<file path="src/rtl/cdf_sequencer.sv">
// cdf_sequencer: frame controller for the CDF pipeline. It runs one BINS-long fetch pass per histogram
// frame, drains the pipeline, ping-pongs the banks and arbitrates the read port. Watchdog: CDF_SEQ_TIMEOUT_EN.
module cdf_sequencer #(
  parameter int BINS           = 256,
  parameter int DRAIN_CYCLES   = 4,
  parameter int ADDR_W         = 16,
  parameter int TIMEOUT_CYCLES = 65535
) (
  input  logic              clock,
  input  logic              reset,
  input  logic              frame_start,
  input  logic              hist_done,
  input  logic              abort,
  input  logic [ADDR_W-1:0] fetch_addr,
  input  logic              host_req,
  input  logic [ADDR_W-1:0] host_addr,
  output logic              cdf_start,
  output logic              cdf_bank,
  output logic              hist_bank,
  output logic [ADDR_W-1:0] mem_rd_addr,
  output logic              host_gnt,
  output logic              busy,
  output logic              frame_done,
  output logic [15:0]       frame_count,
  output logic              error
);

  // state     | meaning
  // IDLE      | waiting for frame_start
  // WAIT_HIST | histogram stage filling its bank
  // ARM       | one quiet cycle so fetch loads its base from a stable cdf_bank
  // RUN       | cdf_start high, one cycle per bin
  // DRAIN     | flushing the downstream pipeline
  // DONE      | frame_done pulse, banks swapped
  typedef enum logic [2:0] {S_IDLE, S_WAIT_HIST, S_ARM, S_RUN, S_DRAIN, S_DONE} state_t;

  localparam int RUN_W = (BINS > 1) ? $clog2(BINS) : 1;
  localparam int DRN_W = (DRAIN_CYCLES > 1) ? $clog2(DRAIN_CYCLES) : 1;
  localparam logic [RUN_W-1:0] RUN_LAST = RUN_W'(BINS - 1);
  localparam logic [DRN_W-1:0] DRN_LAST = DRN_W'(DRAIN_CYCLES - 1);

  state_t             state_q, state_d;
  logic [RUN_W-1:0]   run_cnt_q, run_cnt_d;
  logic [DRN_W-1:0]   drain_cnt_q, drain_cnt_d;
  logic               cdf_start_q, cdf_start_d;
  logic               cdf_bank_q, cdf_bank_d;
  logic               frame_done_q, frame_done_d;
  logic [15:0]        frame_count_q, frame_count_d;
  logic               wd_expired;

`ifdef CDF_SEQ_TIMEOUT_EN
  localparam logic [15:0] WD_LAST = 16'(TIMEOUT_CYCLES - 1);
  logic [15:0] wd_cnt_q, wd_cnt_d;
  logic        error_q, error_d;

  // A hist_done in the expiring cycle still wins; abort overrides both.
  assign wd_expired = (state_q == S_WAIT_HIST) && (wd_cnt_q == WD_LAST) && !hist_done && !abort;

  always_comb begin
    wd_cnt_d = 16'd0;
    if (state_q == S_WAIT_HIST && !hist_done && !abort && !wd_expired)
      wd_cnt_d = wd_cnt_q + 16'd1;
    error_d = error_q | wd_expired;
  end

  always_ff @(posedge clock) begin
    if (reset) begin
      wd_cnt_q <= 16'd0;
      error_q  <= 1'b0;
    end else begin
      wd_cnt_q <= wd_cnt_d;
      error_q  <= error_d;
    end
  end

  assign error = error_q;
`else
  assign wd_expired = 1'b0;
  assign error      = 1'b0;
`endif

  always_ff @(posedge clock) begin
    if (reset) begin
      state_q       <= S_IDLE;
      run_cnt_q     <= '0;
      drain_cnt_q   <= '0;
      cdf_start_q   <= 1'b0;
      cdf_bank_q    <= 1'b0;
      frame_done_q  <= 1'b0;
      frame_count_q <= 16'd0;
    end else begin
      state_q       <= state_d;
      run_cnt_q     <= run_cnt_d;
      drain_cnt_q   <= drain_cnt_d;
      cdf_start_q   <= cdf_start_d;
      cdf_bank_q    <= cdf_bank_d;
      frame_done_q  <= frame_done_d;
      frame_count_q <= frame_count_d;
    end
  end

  always_comb begin
    state_d     = state_q;
    run_cnt_d   = run_cnt_q;
    drain_cnt_d = drain_cnt_q;
    case (state_q)
      S_IDLE:      if (frame_start) state_d = S_WAIT_HIST;
      S_WAIT_HIST: begin
        if (hist_done)       state_d = S_ARM;
        else if (wd_expired) state_d = S_IDLE;
      end
      S_ARM: begin
        state_d   = S_RUN;
        run_cnt_d = '0;
      end
      S_RUN: begin
        if (run_cnt_q == RUN_LAST) begin
          state_d     = S_DRAIN;
          run_cnt_d   = '0;
          drain_cnt_d = '0;
        end else begin
          run_cnt_d = run_cnt_q + RUN_W'(1);
        end
      end
      S_DRAIN: begin
        if (drain_cnt_q == DRN_LAST) begin
          state_d     = S_DONE;
          drain_cnt_d = '0;
        end else begin
          drain_cnt_d = drain_cnt_q + DRN_W'(1);
        end
      end
      S_DONE:  state_d = S_IDLE;
      default: state_d = S_IDLE;
    endcase
    if (abort) begin
      state_d     = S_IDLE;
      run_cnt_d   = '0;
      drain_cnt_d = '0;
    end
  end

  // Registered outputs are computed from the next state so they line up with it.
  always_comb begin
    cdf_start_d   = (state_d == S_RUN);
    frame_done_d  = (state_d == S_DONE);
    cdf_bank_d    = cdf_bank_q ^ (state_d == S_DONE);
    frame_count_d = (state_d == S_DONE) ? frame_count_q + 16'd1 : frame_count_q;
    busy          = (state_q != S_IDLE);
    host_gnt      = host_req && (state_q == S_IDLE || state_q == S_WAIT_HIST);
    if (state_q == S_ARM || state_q == S_RUN || state_q == S_DRAIN)
      mem_rd_addr = fetch_addr;
    else
      mem_rd_addr = host_addr;
  end

  assign cdf_start   = cdf_start_q;
  assign cdf_bank    = cdf_bank_q;
  assign hist_bank   = ~cdf_bank_q;
  assign frame_done  = frame_done_q;
  assign frame_count = frame_count_q;

endmodule

</file>
<file path="config.mk">
export PLATFORM = sky130hd
export DESIGN_NAME = cdf_sequencer
export DESIGN_NICKNAME = d
export VERILOG_FILES = /design/src/rtl/cdf_sequencer.sv
export SDC_FILE = /design/constraint.sdc
export NUM_CORES = 1
export LEC_CHECK = 0
export CORE_MARGIN = 4
export CORE_UTILIZATION = 38
export DETAILED_ROUTE_END_ITERATION = 12
export PLACE_DENSITY = 0.76
export SYNTH_ARGS = -nofsm -noshare
export SYNTH_HDL_FRONTEND = slang
export SYNTH_SLANG_ARGS = --single-unit
export TNS_END_PERCENT = 50
</file>
<file path="constraint.sdc">
create_clock -name clock -period 1.75 [get_ports clock]
set_input_delay 0.175 -clock clock [delete_from_list [all_inputs] [get_ports clock]]
set_output_delay 0.175 -clock clock [all_outputs]
set_load 0.02 [all_outputs]
</file>
Word-level counts from Yosys, hierarchy flattened
Index checks and enable logic that the tools add are counted.
{ "classes": {"addsub": 3, "n_eq_ne": 9, "mux": 12, "n_bitwise": 2, "reduce_logical": 10} }
{ "op_table": {"columns": ["operator", "count"], "rows": [
  ["16-bit by 1-bit adder with 16-bit output, second input constant", 1],
  ["16-bit two-way mux", 1],
  ["8-bit one-hot mux with 2 select lines", 1],
  ["3-bit two-way mux", 5],
  ["3-bit one-hot mux with 5 select lines", 1],
  ["3-bit by 2-bit equality test with 1-bit output, second input constant", 3],
  ["8-bit by 1-bit adder with 8-bit output, second input constant", 1],
  ["8-bit equality test, second input constant", 1],
  ["8-bit two-way mux", 1],
  ["3-bit equality test, second input constant", 2],
  ["2-bit two-way mux", 2],
  ["2-bit one-hot mux with 2 select lines", 1],
  ["2-bit nonzero test", 2],
  ["3-bit by 1-bit equality test with 1-bit output, second input constant", 1],
  ["3-bit logical NOT", 1],
  ["1-bit logical OR", 3],
  ["3-bit nonzero test", 1],
  ["2-bit by 1-bit adder with 2-bit output, second input constant", 1],
  ["2-bit equality test, second input constant", 1],
  ["2-bit != test, second input constant", 1],
  ["2-bit AND reduction", 1],
  ["2-bit OR reduction", 1],
  ["1-bit logical AND", 1],
  ["1-bit inverter", 1],
  ["1-bit bitwise XOR", 1]
]} }
{ "totals": {"reg_bits": 32, "out_inout_bits": 39, "wordCells": 43} }

Logic depth before layout (Yosys ltp)
Gate-level depths: netlist (run 1).
{ "depth": {"word_depth": 6, "mapped_depth": 9} }

Worst setup path before layout (run 1)
No wires, ideal clock.
{ "synth_timing": {"path_type": "reg2reg", "start": "register frame_count_q[2], in the netlist frame_count[2]", "end": "register frame_count_q[14], in the netlist frame_count[14]", "setup_time_ns": 0.070, "arrival_time_ns": 1.905, "path_slack_ns": -0.226, "stages_incl_launch_ff": 6, "path_buffers": 0, "cell_sequence": "dfxtp_1 and4_4 nand2_4 or4_1 or4_1 a21oi_1"} }
{ "synth_via": {"elab_chain_cells": 1} }
{ "synth_lines": {"columns": ["element", "line", "source"], "rows": [
  ["from (decl)", "48", "logic [15:0] frame_count_q, frame_count_d;"],
  ["from (signal assigned)", "98", "frame_count_q <= frame_count_d;"],
  ["16-bit by 1-bit adder with 16-bit output", "148", "frame_count_d = (state_d == S_DONE) ? frame_count_q + 16'd1 : frame_count_q;"]
]} }
No other way between the ends.
A chain may end at the register's enable or synchronous reset.

Worst setup path after layout (run 1)
{ "layout_timing": {"start": "register run_cnt_q[0]", "end": "register frame_count_q[9], in the netlist frame_count[9]"} }
{ "layout_via": {"elab_chain_cells": 5} }
{ "layout_lines": {"columns": ["element", "line", "source"], "rows": [
  ["from (decl)", "43", "logic [RUN_W-1:0] run_cnt_q, run_cnt_d;"],
  ["from (signal assigned)", "93", "run_cnt_q <= run_cnt_d;"],
  ["8-bit equality test", "117", "if (run_cnt_q == RUN_LAST) begin"],
  ["3-bit two-way mux", "117", null],
  ["3-bit one-hot mux with 5 select lines", "106", "case (state_q)"],
  ["3-bit two-way mux", "136", "if (abort) begin"],
  ["3-bit equality test", "148", null]
]} }
No other way between the ends.

==> metrics.md, run 1 <==
| Metric | Value |
|---|---|
| Most common cell after layout, fill and taps aside | `clkdlybuf4s50_1` |
| Layout cell share with drive strength beyond 1 | `48.00%` |
| Commonest non-fill, non-tap cells in the layout | `clkdlybuf4s50_1 (57), buf_4 (49), buf_6 (23)` |
| Setup violators final | `34` |
| Failing checks | `setup timing` |
| Worst Setup End Kind | `flop` |
| Switching share of power | `25.12%` |
| Post-Syn Area per Cell | `8.357 sq um` |
| Required time of the critical path | `1970 ps` |
| Count of final max-slew check failures | `0` |
| DR iter-0 viols | `between 100 and 150` |
| Sequential power share | `42.4%` |
| Post-Syn Instances | `218` |
| Fin Clk Skew | `between 7 and 8 ps` |
| Mapped Nets | `259` |
| Number of max-cap violations | `0` |
| Main flop type after synthesis | `dfxtp_1` |
| Tcrit/Tclk final | `106.1%` |
| R2R Path End | `frame_count[9]` |
| Total grt overflow | `0` |
| Netlist cell types | `38` |
| Internal reg-to-reg setup slack | `-110 ps` |
| I/O Pins | `slightly below 80` |
| Synth warn | `0` |
| Post-DR wirelength/cell | `18.81 microns` |
| Crit-path cells | `ha_4, nand3_4, nor2_4, a31oi_4, buf_12, or4_1, a21oi_2` |
| Final Net Count | `390` |
| Final Hold Fails | `0` |
| Worst path arrival time | `2080 ps` |
| Design area | `3608 sq um` |
| Vias per cell | `around 5.7` |
| H-tree depth | `2` |
| Status | `complete, but fails checks` |
| Pleak | `1.390 nW` |
| Core area | `around 4500 sq um` |
| Post-DP HPWL | `4.277 mm` |
| Clk sink count | `32` |
| Chip Width | `77.24 microns` |
| Sequential share of the synthesized area | `35.16%` |
| DRC Markers | `0` |
| RSZ-0062 raised after global routing | `true` |
| Final ANT Viol Nets | `0` |
| Largest net degree at the start of global routing | `21` |
| Vias in the first global route | `2,362` |
| Hold WC Path Type | `flop to flop` |
| Area growth syn-to-layout | `98.08%` |
| CTS root buf | `clkbuf_8` |
| Initial antenna violation count | `0` |
| CP startpoint | `run_cnt_q[0]` |
| Comb power frac | `between 15 and 20%` |
| FF-to-FF Start | `run_cnt_q[0]` |
| FP Rows | `24` |
| Flops & latches, synth | `32` |
| Die footprint | `5966 sq um` |
| RePlAce Congestion | `0.8048` |
| Starting Density | `between 40 and 50%` |
| Clk slew on worst S/H paths | `70 ps` |
| Port Buf Inserts | `75` |
| WHS Path Cells | `2` |
| Worst R2R Path Depth | `7` |
| Clock group share of total power | `37.8%` |
| Synth async-reset ratio | `0%` |
| Pint | `1.271 mW` |
| Die Span Y | `between 70 and 80 microns` |
| CTS tree | `built` |
| Drt total wl | `7.563 mm` |
| Psw | `roughly 0.43 mW` |
| CTS Buf Count | `5` |
| Antenna Cells | `0` |
| Clk_lat worst skew | `290 ps` |
| WS Path Type | `flop to flop` |
| DRT Pass-1 Iters | `4` |
| Worst IR Drop VDD | `0.6800 mV` |
| Maximum clock insertion buffer count | `2` |
| Setup ws final | `-106.1 ps` |
| Mapped Area | `1822 sq um` |
| EDFF count, synth | `0` |
| Largest stage delay, worst path | `540 ps` |
| CP Capture Point | `frame_count[9]` |
| Total Routing Usage GR | `23.24%` |
| Hold Slack | `502.0 ps` |
| Placed Area | `3024 sq um` |
| Hold-fix buffer count after cts | `0` |
| Master of the slowest instance on the critical path | `or4_1` |
| Final worst path period need | `~1900 ps` |
| Worst-path maximum fanout | `8` |
| Startpoint types | `flop` |
| First-pass GRT wire length | `~11 mm` |
| Max Fclk | `538.8 MHz` |
| Via count | `2,309` |
| Cell area power density | `between 400 and 500 nW/um^2` |
==> metrics by stage <==
| step | setup slack, ps | total power, mW | cells | TNS, ps | util, % |
|---|---|---|---|---|---|
| after floorplan | -51.76 | 0.8447 | 218 | -183.1 | - |
| after global placement | -286.2 | 0.9968 | 380 | -7088 | 67.14 |
| after detailed placement | -331.9 | 1.001 | 380 | -8344 | 67.14 |
| after CTS | -174.4 | 1.678 | 396 | -3491 | 76.28 |
| after global routing | -174.4 | 1.760 | 402 | -4715 | 80.11 |
| final | -106.1 | 1.697 | 402 | -2401 | 80.11 |
==> power groups by stage <==
stage | clock (mW) | combinational (mW) | sequential [mW]
floorplan | 0 | 0.106 | 0.738
global placement | 0 | 0.257 | 0.740
detailed placement | 0 | 0.261 | 0.740
CTS | 0.646 | 0.308 | 0.724
global route | 0.690 | 0.350 | 0.720
finish | 0.641 | 0.336 | 0.720
==> area by class of cell <==
class	instances	area [sq um]
Clock buffer	8	100.1
Fill cell	274	895.9
Multi-Input combinational cell	171	1418
Timing Repair Buffer	136	1325
Inverter	3	13.76
Sequential cell	32	686.9
Tap cell	52	65.06
==> synthesized netlist by cell type, drive strengths merged, types with 5 or more instances <==
master	instances	area share (%)
a21oi	26	7.1
buf	9	3.3
clkbuf	6	1.2
dfxtp	32	35
mux2	16	9.9
nand2	15	3.5
nand3	7	1.9
nand4	5	1.7
nor2	16	3.3
o21ai	10	2.7
o31ai	14	5.8
or3	6	2.1
or4	18	7.4
==> logic make-up after synthesis <==
family	synth area share (%)
buffers and inverters	5.151
AOI/OAI and AO/OA	18.20
DFF	35.16
muxes	9.890
other	0.2058
adders and majority gates	2.061
and+or+nand+nor	29.33
==> critical path, delay by kind of cell, from the launching register on <==
kind	cells	cell delay, ps
AND/OR/NAND/NOR	3	820
flip-flops	1	370
AO/OA/AOI/OAI	2	290
buffers and inverters	1	180
adder cells (fa/ha/maj)	1	150
==> timing repair <==
item,CTS,global route
gates resized for setup,140,48
gates cloned,5,1
setup endpoints to repair,37,42
buffers inserted,3,6
pin swaps,11,18
==> per-layer routing <==
metal / wire length [microns] / share of wire [%] / track usage (%) / vias up
li1: - / - / - / 1091
met1: 2929 / 39 / 25.37 / 1086
met2: 3911 / 52 / 42.75 / 119
met3: 592 / 7.8 / 7.026 / 13
met4: 129 / 1.7 / 6.940 / 0
met5: 0 / 0 / 0 / -
==> registers in the layout, summed over array words and instances (netlist names) <==
name         cells
frame_done       1
drain_cnt_q      2
cdf_start        1
frame_count     16
run_cnt_q        8
state_q          3
cdf_bank         1
==> how the worst min path moves through the flow <==
| stage | startpoint | endpoint | slack (ps) |
|---|---|---|---|
| 6_report | frame_count[15] | frame_count[15] | 500 |
| 3_5_place_dp | frame_count[15] | frame_count[15] | 490 |
| 3_3_place_gp | frame_count[15] | frame_count[15] | 490 |
| 4_1_cts | frame_count[15] | frame_count[15] | 500 |
| 2_1_floorplan | abort | state_q[2] | 360 |
| 5_1_grt | frame_count[15] | frame_count[15] | 530 |
No activity file was read; power rests on OpenSTA's default activity.
==> run 2, diff against run 1 <==
- CTS_BUF_LIST: default -> sky130_fd_sc_hd__clkbuf_4 sky130_fd_sc_hd__clkbuf_8 sky130_fd_sc_hd__clkbuf_16
==> run 2 against run 1 <==
The run still ends with setup timing left. Setup slack gained 8.1 ps. Worst hold slack gained 4.7 ps. Critical path depth is the same. Non-clock buffer count is the same. Clock power grew 2%. Register-to-register slack is essentially flat. Via count grew 1.3%. Die area is the same. Global-route usage is essentially flat. Sequential share of layout area shrank 0.14 points. Critical path type unchanged. Largest power group unchanged.
==> metrics.md, run 2 (synthesis results as in run 1) <==
| Metric | Value |
|---|---|
| WS Path Type | `flop to flop (unchanged)` |
| Antenna Cells | `0 (unchanged)` |
| Final ANT Viol Nets | `0 (unchanged)` |
| DR iter-0 viols | `156 (was 143)` |
| Pleak | `1.400 nW (was 1.390 nW)` |
| Port Buf Inserts | `75 (unchanged)` |
| Total Routing Usage GR | `23.28% (was 23.24%)` |
| Layout cell share with drive strength beyond 1 | `47.71% (was 48.00%)` |
| H-tree depth | `2 (unchanged)` |
| Internal reg-to-reg setup slack | `-100 ps (was -110 ps)` |
| Final Hold Fails | `0 (unchanged)` |
| RSZ-0062 raised after global routing | `true (unchanged)` |
| Maximum clock insertion buffer count | `2 (unchanged)` |
| Setup ws final | `-98.04 ps (was -106.1 ps)` |
| Worst Setup End Kind | `flop (unchanged)` |
| First-pass GRT wire length | `11.31 mm (was 11.28 mm)` |
| Largest net degree at the start of global routing | `21 (unchanged)` |
| Required time of the critical path | `1960 ps (was 1970 ps)` |
| Area growth syn-to-layout | `98.49% (was 98.08%)` |
| Most common cell after layout, fill and taps aside | `clkdlybuf4s50_1 (unchanged)` |
| Core area | `4504 sq um (unchanged)` |
| Final Net Count | `390 (unchanged)` |
| Post-DP HPWL | `4.277 mm (unchanged)` |
| Starting Density | `40.44% (unchanged)` |
| Die Span Y | `77.24 microns (unchanged)` |
| Failing checks | `setup timing (unchanged)` |
| Total grt overflow | `0 (unchanged)` |
| Worst-path maximum fanout | `7 (was 8)` |
| Pre-CTS setup slack | `-331.9 ps (unchanged)` |
| Number of max-cap violations | `0 (unchanged)` |
| Max Fclk | `541.1 MHz (was 538.8 MHz)` |
| Post-DR wirelength/cell | `18.60 microns (was 18.81 microns)` |
| Chip Width | `77.24 microns (unchanged)` |
| Non-Filler Instances | `402 (unchanged)` |
| Max reg flops | `16 (unchanged)` |
| Worst IR Drop VDD | `0.7166 mV (was 0.6800 mV)` |
| Fin Clk Skew | `5.968 ps (was 7.903 ps)` |
| Clk slew on worst S/H paths | `70 ps (about the same)` |
| Die footprint | `5966 sq um (unchanged)` |
| Final worst path period need | `1848 ps (was 1856 ps)` |
| Clk sink count | `32 (unchanged)` |
| Met1 Routed Length | `3.027 mm (was 2.929 mm)` |
| Vias in the first global route | `2,364 (was 2,362)` |
| Drt total wl | `7.479 mm (was 7.563 mm)` |
| Vias per cell | `5.818 (was 5.744)` |
| Clk_lat worst skew | `290 ps (about the same)` |
| RePlAce Congestion | `0.8048 (unchanged)` |
| CTS tree | `built (unchanged)` |
| Worst path arrival time | `2060 ps (was 2080 ps)` |
| Total power | `1.716 mW (was 1.697 mW)` |
| Cell area power density | `474.6 nW/um^2 (was 470.4 nW/um^2)` |
| Status | `complete, but fails checks (unchanged)` |
| Initial antenna violation count | `0 (unchanged)` |
| Max layer used | `met4 (unchanged)` |
| Tcrit/Tclk final | `105.6% (was 106.1%)` |
| DRC Markers | `0 (unchanged)` |
| DRT Pass-1 Iters | `4 (unchanged)` |
| Via count | `2,339 (was 2,309)` |
| Count of final max-slew check failures | `0 (unchanged)` |
| DR WL met2 | `3.750 mm (was 3.911 mm)` |
| CTS Buf Count | `5 (unchanged)` |
| Placed Cells | `380 (unchanged)` |
| DR WL met3 | `545 microns (was 592 microns)` |
| Startpoint types | `flop (unchanged)` |
| CTS root buf | `clkbuf_8 (unchanged)` |
| I/O Pins | `77 (unchanged)` |
| FP Rows | `24 (unchanged)` |
| Setup violators final | `32 (was 34)` |
| Hold WC Path Type | `flop to flop (unchanged)` |
| Commonest non-fill, non-tap cells in the layout | `clkdlybuf4s50_1 (57), buf_4 (49), buf_6 (23) (unchanged)` |
==> run 2: critical path, cell delays in order (launching register included) <==
cell       delay (ps)
dfxtp_2           340
and2b_2           260
buf_6             120
buf_6             100
a31oi_4           130
clkbuf_16         200
or4_4             480
a21oi_2           150
==> run 2: metrics by stage <==
stage                     hold WS [ps]  setup TNS [ps]  area (sq um)  util (%)
after floorplan                  361.9          -183.1          1901         -
after global placement           486.0           -7088          3024     67.14
after CTS                        499.7           -3493          3440     76.36
after global routing             526.8           -4490          3616     80.28
final                            506.7           -2438          3616     80.28
after detailed placement         486.7           -8344          3024     67.14
==> run 2: what timing repair did <==
item,4_1_cts,5_1_grt
setup buffers,3,6
gates resized for setup,140,46
pin swaps,11,19
setup endpoints to repair,37,42
endpoints found under the hold margin,0,0
gates cloned,5,1
hold buffers,0,0
==> run 2: final cells by class <==
cell class,count,area [sq um]
Inverter,3,13.76
Timing Repair Buffer,136,1325
Multi-Input combinational cell,171,1425
Sequential cell,32,683.2
Clock buffer,8,103.9
Fill cell,280,888.4
Tap cell,52,65.06
==> run 2: metal layers <==
metal	global-route usage [%]	vias up
li1	-	1088
met1	25.62	1124
met2	42.57	106
met3	7.026	21
met4	6.940	0
met5	0	-
==> run 2: path summary, 6_finish.rpt <==
path | start | to | depth (start not counted)
worst max-delay path | state_q[2] | frame_count[2] | 7
worst min-delay path | frame_count[15] | frame_count[15] | 2
worst max register to register | state_q[2] | frame_count[2] | 7
worst min register to register | frame_count[15] | frame_count[15] | 2
==> run 2: where the power goes <==
part | leakage (nW) | switching, mW | internal [mW]
Combinational | 1.08 | 0.140 | 0.198
Sequential | 0.269 | 0.00424 | 0.718
Clock | 0.0549 | 0.282 | 0.375
